$ cat config.mk
export PLATFORM = sky130hd
export DESIGN_NAME = adder_sum_accumulator
export DESIGN_NICKNAME = d
export VERILOG_FILES = /design/src/rtl/adder_sum_accumulator.sv
export SDC_FILE = /design/constraint.sdc
export NUM_CORES = 1
export LEC_CHECK = 0
export CAP_MARGIN = 40
export CORE_MARGIN = 2
export CORE_UTILIZATION = 48
export DETAILED_ROUTE_END_ITERATION = 12
export GPL_TIMING_DRIVEN = 0
export PLACE_DENSITY = 0.81
export REMOVE_ABC_BUFFERS = 1
export SLEW_MARGIN = 20
export SYNTH_ARGS = -nofsm -noshare
export SYNTH_HDL_FRONTEND = slang
export SYNTH_SLANG_ARGS = --single-unit
$ cat constraint.sdc
create_clock -name clk -period 4.35 [get_ports clk]
set_clock_uncertainty 0.2 [all_clocks]
set_input_delay 0.87 -clock clk [delete_from_list [all_inputs] [get_ports clk]]
set_output_delay 0.87 -clock clk [all_outputs]
set_load 0.02 [all_outputs]
$ cat src/rtl/adder_sum_accumulator.sv
// Accumulates N_OPS {carry,sum} beats from the 2-bit adder stage into a
// running total, then holds the result behind a valid/ready handshake.
module adder_sum_accumulator #(
   parameter int unsigned ACC_W = 8,
   parameter int unsigned N_OPS = 4,
   parameter int unsigned CNT_W = 3
) (
   input  logic             clk,
   input  logic             reset,
   input  logic             clr,
   input  logic             in_valid,
   output logic             in_ready,
   input  logic [1:0]       in_sum,
   input  logic             in_carry,
   output logic             out_valid,
   input  logic             out_ready,
   output logic [ACC_W-1:0] acc_out,
   output logic             ovf,
   output logic [CNT_W-1:0] op_count
);

   localparam int unsigned SUM_W = ACC_W + 1;
   localparam logic [CNT_W-1:0] LAST_CNT = CNT_W'(N_OPS - 1);

   typedef enum logic {
      ACCUM = 1'b0,
      DONE  = 1'b1
   } state_t;

   state_t             state_q;
   state_t             state_d;
   logic [ACC_W-1:0]   acc_d;
   logic               ovf_d;
   logic [CNT_W-1:0]   cnt_d;
   logic [2:0]         beat_c;
   logic [SUM_W-1:0]   sum_c;
   logic               accept_c;
   logic               last_beat_c;

   // Beat value and the widened sum; the extra MSB is the wrap carry.
   assign beat_c      = {in_carry, in_sum};
   assign sum_c       = {1'b0, acc_out} + SUM_W'(beat_c);
   assign accept_c    = in_valid && in_ready;
   assign last_beat_c = (op_count == LAST_CNT);

   // Next-state and next-datapath decode; clr overrides any handshake.
   always_comb begin
      state_d = state_q;
      acc_d   = acc_out;
      ovf_d   = ovf;
      cnt_d   = op_count;
      if (clr) begin
         state_d = ACCUM;
         acc_d   = '0;
         ovf_d   = 1'b0;
         cnt_d   = '0;
      end else begin
         case (state_q)
            ACCUM: begin
               if (accept_c) begin
                  acc_d = sum_c[ACC_W-1:0];
                  ovf_d = ovf | sum_c[ACC_W];
                  if (last_beat_c) begin
                     state_d = DONE;
                  end else begin
                     cnt_d = op_count + CNT_W'(1);
                  end
               end
            end
            DONE: begin
               if (out_ready) begin
                  state_d = ACCUM;
                  acc_d   = '0;
                  ovf_d   = 1'b0;
                  cnt_d   = '0;
               end
            end
            default: state_d = ACCUM;
         endcase
      end
   end

   // State and datapath registers; handshake flags track the next state.
   always_ff @(posedge clk) begin
      if (reset) begin
         state_q   <= ACCUM;
         acc_out   <= '0;
         ovf       <= 1'b0;
         op_count  <= '0;
         in_ready  <= 1'b1;
         out_valid <= 1'b0;
      end else begin
         state_q   <= state_d;
         acc_out   <= acc_d;
         ovf       <= ovf_d;
         op_count  <= cnt_d;
         in_ready  <= (state_d == ACCUM);
         out_valid <= (state_d == DONE);
      end
   end

endmodule

==> results of run 1 <==
-- power by group --
part           switching [mW]  internal (mW)  total (mW)
Combinational          0.0148         0.0154      0.0302
Clock                  0.0432         0.0509      0.0941
Sequential            0.00175          0.130       0.132
Total                  0.0598          0.196       0.256
-- path summary, 6_finish.rpt --
kind,start,to,slack [ns],cells after the start
hold reg to reg,ovf,ovf,0.27,1
hold / removal,ovf,ovf,0.27,1
setup / recovery,in_sum[0],ovf,1.81,7
setup reg to reg,acc_out[0],ovf,2.50,6
-- routing by layer --
| layer | up-vias | GRT usage | wire, µm |
|---|---|---|---|
| met4 | 0 | 0.0545 | 8 |
| li1 | 327 | - | - |
| met2 | 17 | 0.270 | 682 |
| met5 | - | 0 | 0 |
| met1 | 304 | 0.218 | 694 |
| met3 | 2 | 0.0383 | 62 |
-- stage by stage --
step	area, µm²	cells
after global placement	936	114
after CTS	972	118
after floorplan	706	77
after detailed placement	936	114
final	972	118
after global routing	972	118
-- area by class of cell --
class	count	share of cell area
multi-input cells	58	0.418
flip-flops and latches	14	0.288
repair buffers	21	0.216
clock buffers	4	0.0373
well taps	16	0.0206
inverters	5	0.0193
-- cell usage in the layout, fill, tap and decap left out, types with 2 or more instances in the layout --
cell / n
a21oi_1: 3
a22oi_1: 4
and2_1: 3
clkbuf_4: 3
clkdlybuf4s50_1: 21
dfxtp_1: 14
ha_1: 5
inv_1: 5
nand2_1: 5
nand2b_1: 2
nor2_1: 11
nor3_1: 2
or4_1: 2
xor2_1: 3
-- sequential cells by signal (all words and copies together) (netlist names) --
name      cells
acc_out       8
op_count      3
in_ready      1
ovf           1
state_q       1
-- kinds of logic (layout without fill, tap and decap cells) --
kind of cell	after synthesis	in the layout	synth area share
compound gates	18	18	0.187
buf+inv	8	30	0.0567
simple gates	29	29	0.196
flops	14	14	0.385
xor+xnor	4	4	0.0481
mux	1	1	0.0137
fa+ha+maj	6	6	0.113
==> flow_summary.yaml, run 1 <==
timing:
  fin_crit_ns: 2.54
  slew_violations: 0
  min_period_over_period: 0.584
  timing.hold.ws_ns: 0.272
  rsz0062_at_grt: "no"
  finalHoldViolations: 0
  setup_tns_ns: 0
  fin_ws_ns: 1.81
  fmax_ghz: 0.394
  setup_violations: 0
  tightest_slew_ns: 0.376
  slew_headroom: 0.750
pwr:
  ir_worst_vdd_v: 0.000202
  power.leakage_nw: 0.375
  cellPowerDensity_mw_per_mm2: 263
  fin_total_pwr_mw: 0.256
synthesis:
  synth.distinct_cells: 33
  yosysMostFrequentCell: "dfxtp_1"
  yosys.area.top_type: "dfxtp_1"
  synth_area_um2: 728
  syn_avg_cell_area_um2: 9.10
  synth_edf_count: 0
  yosys-top-cells-area: "dfxtp_1 38%, ha_1 8.6%, nor2_1 5.7%, a22oi_1 4.1%, xor2_1 3.6%"
  syn_inst: 80
  synth-async-reset-ratio: 0
  synth_seq_cells: 14
  synth_top_area_share: 0.385
  seq_area_frac_synth: 0.385
  synth_ff_type: "dfxtp_1"
  ys_top_cells_by_count: "14 x dfxtp_1, 11 x nor2_1, 5 x ha_1, 5 x inv_1, 5 x nand2_1"
  synthesis.yosys.warnings: 0
clock_network:
  clk_pin_slew_ns: 0.09
  cts-root-buf: "clkbuf_4"
  post_cts_buffers: 0
  clock-sinks: 14
  clockBufferDepth: 2
  cts_tree: "done"
  cts_buffers: 3
  cts.hold.buffers_added: 0
  cts_resized: 0
  htreeDepth: 1
  clkLatencyLatePin_ns: 0.28
die:
  start_util: 0.495
  dieArea_mm2: 0.00184
  ios: 22
  rows: 14
  core_mm2: 0.00147
  die_w_um: 43.0
  die_h_um: 43.0
routing:
  drc: 0
  wire_per_inst_um: 12.3
  drt_wl_total_mm: 1.45
  vias: 650
  first_iter_violations: 10
  postRouteAntennaNets: 0
  vias_per_cell: 5.51
  dr.pass1.iters: 4
cells_and_area:
  drive_above_1_share: 0.0588
  register_area_um2: 280
  final_util: 0.661
  fillers: 128
  nets: 117
  antenna_cells: 0
  multi_input_area_um2: 407
  areaGrowthSynthToFinish_pct: 33.5
global_routing:
  grt_pass1_wl_mm: 2.38
  grt_use_total: 0.167
  grt_max_degree: 10
  grt.overflow.total: 0
  first_global_vias: 587
  antenna_found_initial: 0
setup_path:
  slowest_delay_ns: 0.41
  crit_buf_inv: 1
  required_ns: 4.33
  crit_family: "adder cells"
  cp.arrival_ns: 2.52
  start_kind: "primary input"
  cp_max_fo: 2
  cp-end-kind: "flip-flop"
  cp_slowest_cell: "clkdlybuf4s50_1"
  path_cells: "clkdlybuf4s50_1 -> ha_1 -> fa_1 -> a21o_1 -> o211ai_1 -> nor3_1 -> o21a_1"
  critPathKind: "in -> reg"
place:
  dp_hpwl_mm: 1.10
  port_buffers: 21
  place_congestion: 0.728
  dp_slack_ns: 1.50
run_status:
  status: "completed"
run:
  drv_cap: 0
hold_path:
  hold_class: "reg -> reg"
Note: power is estimated with default switching activity, not from simulation.
==> run 2: changes to the inputs <==
CORE_UTILIZATION = 40   (was 48)
PLACE_DENSITY = 0.73   (was 0.81)
clock period = 2.2 ns   (was 4.35 ns; I/O delays follow)
==> run 2 against run 1 <==
Non-clock buffer count stayed put. Final area is 1.2% higher. Register-to-register slack worse by 2.2 ns. Core utilization fell by 9.1 points. Sequential share of layout area is 0.33 points lower. Flip-flop and latch count stayed put. Critical path type unchanged. First-iteration DRC count unchanged. Cell count is 7.6% higher. Count of clock-buffer cells in the layout did not move. Worst hold slack about the same. Critical path depth is the same. Critical endpoint unchanged.
==> flow_summary.yaml, run 2 (synthesis gave the netlist of run 1 again) <==
run_status:
  status: "completed"
global_routing:
  grt_use_total: 0.153
  antenna_found_initial: 0
  grt_max_degree: 10
  first_global_vias: 562
  grt_pass1_wl_mm: 2.30
  grt.overflow.total: 0
die:
  ios: 22
  rows: 15
  dieArea_mm2: 0.00218
  die_w_um: 46.7
  die_h_um: 46.7
  core_mm2: 0.00173
  start_util: 0.422
setup_path:
  r2r_start: "acc_out[0]"
  timing.rr.end: "ovf"
  start_kind: "primary input"
  required_ns: 2.18
  cp-end-kind: "flip-flop"
  rrSetupSlack_ns: 0.35
  critPathKind: "in -> reg"
  cp_max_fo: 2
  cp.arrival_ns: 2.09
  r2r_cells: 6
hold_path:
  hold_class: "reg -> reg"
  min_to: "ovf"
  hold_depth: 1
  min_from: "ovf"
cells_and_area:
  largest_reg_flops: 8
  areaGrowthSynthToFinish_pct: 35.1
  regMostFlops: "acc_out"
  final_common_cell: "clkdlybuf4s50_1"
  antenna_cells: 0
  top_regs: "acc_out (8), op_count (3)"
  most-common-layout-cells: "21 x clkdlybuf4s50_1, 14 x dfxtp_1, 11 x nor2_1"
  layout.cells.non_filler: 127
  drive_above_1_share: 0.0588
  nets: 117
routing:
  drc: 0
  first_iter_violations: 10
  highest_layer: "met4"
  dr.pass1.iters: 4
  vias: 636
  postRouteAntennaNets: 0
  dr_wl_met3_um: 66
  route.met2.wl_um: 682
  drt_wl_total_mm: 1.46
  wire_per_inst_um: 11.5
  vias_per_cell: 5.01
  drt-met1-wl_um: 702
place:
  place_congestion: 0.778
  dp_slack_ns: -0.203
  port_buffers: 21
  dp_hpwl_mm: 1.16
  place_inst: 123
pwr:
  ir_worst_vdd_v: 0.000393
  cellPowerDensity_mw_per_mm2: 514
  fin_total_pwr_mw: 0.505
  power.leakage_nw: 0.375
clock_network:
  cts.hold.buffers_added: 0
  cts_buffers: 3
  cts-root-buf: "clkbuf_4"
  clk_pin_slew_ns: 0.09
  clkLatencyLatePin_ns: 0.28
  htreeDepth: 1
  cts_resized: 0
  post_cts_buffers: 0
  clockBufferDepth: 2
  clock-sinks: 14
  cts_tree: "done"
timing:
  fin_crit_ns: 2.11
  rsz0062_at_grt: "no"
  timing.hold.ws_ns: 0.272
  fmax_ghz: 0.474
  setup_violations: 0
  min_period_over_period: 0.958
  finalHoldViolations: 0
  slew_headroom: 0.741
  setup_tns_ns: 0
  tightest_slew_ns: 0.385
  fin_ws_ns: 0.0923
  slew_violations: 0
run:
  drv_cap: 0
## run 2: layout make-up
cell class                      count  area (µm²)
Fill cell                         175         743
Multi-Input combinational cell     58         407
Sequential cell                    14         280
Timing Repair Buffer               21         210
Clock buffer                        4        36.3
Tap cell                           25        31.3
Inverter                            5        18.8
## run 2: layer usage
layer	track usage	vias to the layer above
met2	0.228	17
li1	-	326
met4	0.0667	0
met5	0	-
met3	0.0745	2
met1	0.187	291
## run 2: through the flow
step / utilization / cell area [µm²]
3_5_place_dp: 0.549 / 947
3_3_place_gp: 0.549 / 947
4_1_cts: 0.570 / 983
6_report: 0.570 / 983
2_1_floorplan: - / 706
5_1_grt: 0.570 / 983
## run 2: critical path: stages
cell	delay [ns]
clkdlybuf4s50_1	0.40
ha_1	0.23
fa_1	0.40
a21o_1	0.22
o211ai_1	0.14
nor3_1	0.09
o21a_1	0.17
## run 2: power breakdown
part	switching [mW]	total, mW	internal (mW)
Combinational	0.0300	0.0604	0.0304
Sequential	0.00346	0.260	0.257
Clock	0.0838	0.184	0.101
## run 2: worst max path at each step
stage,depth (start not counted),startpoint,end
finish,7,in_sum[0],ovf
global route,7,in_sum[0],ovf
CTS,7,in_sum[0],ovf
detailed placement,7,in_sum[0],ovf
global placement,7,in_sum[0],ovf
floorplan,6,in_sum[0],ovf
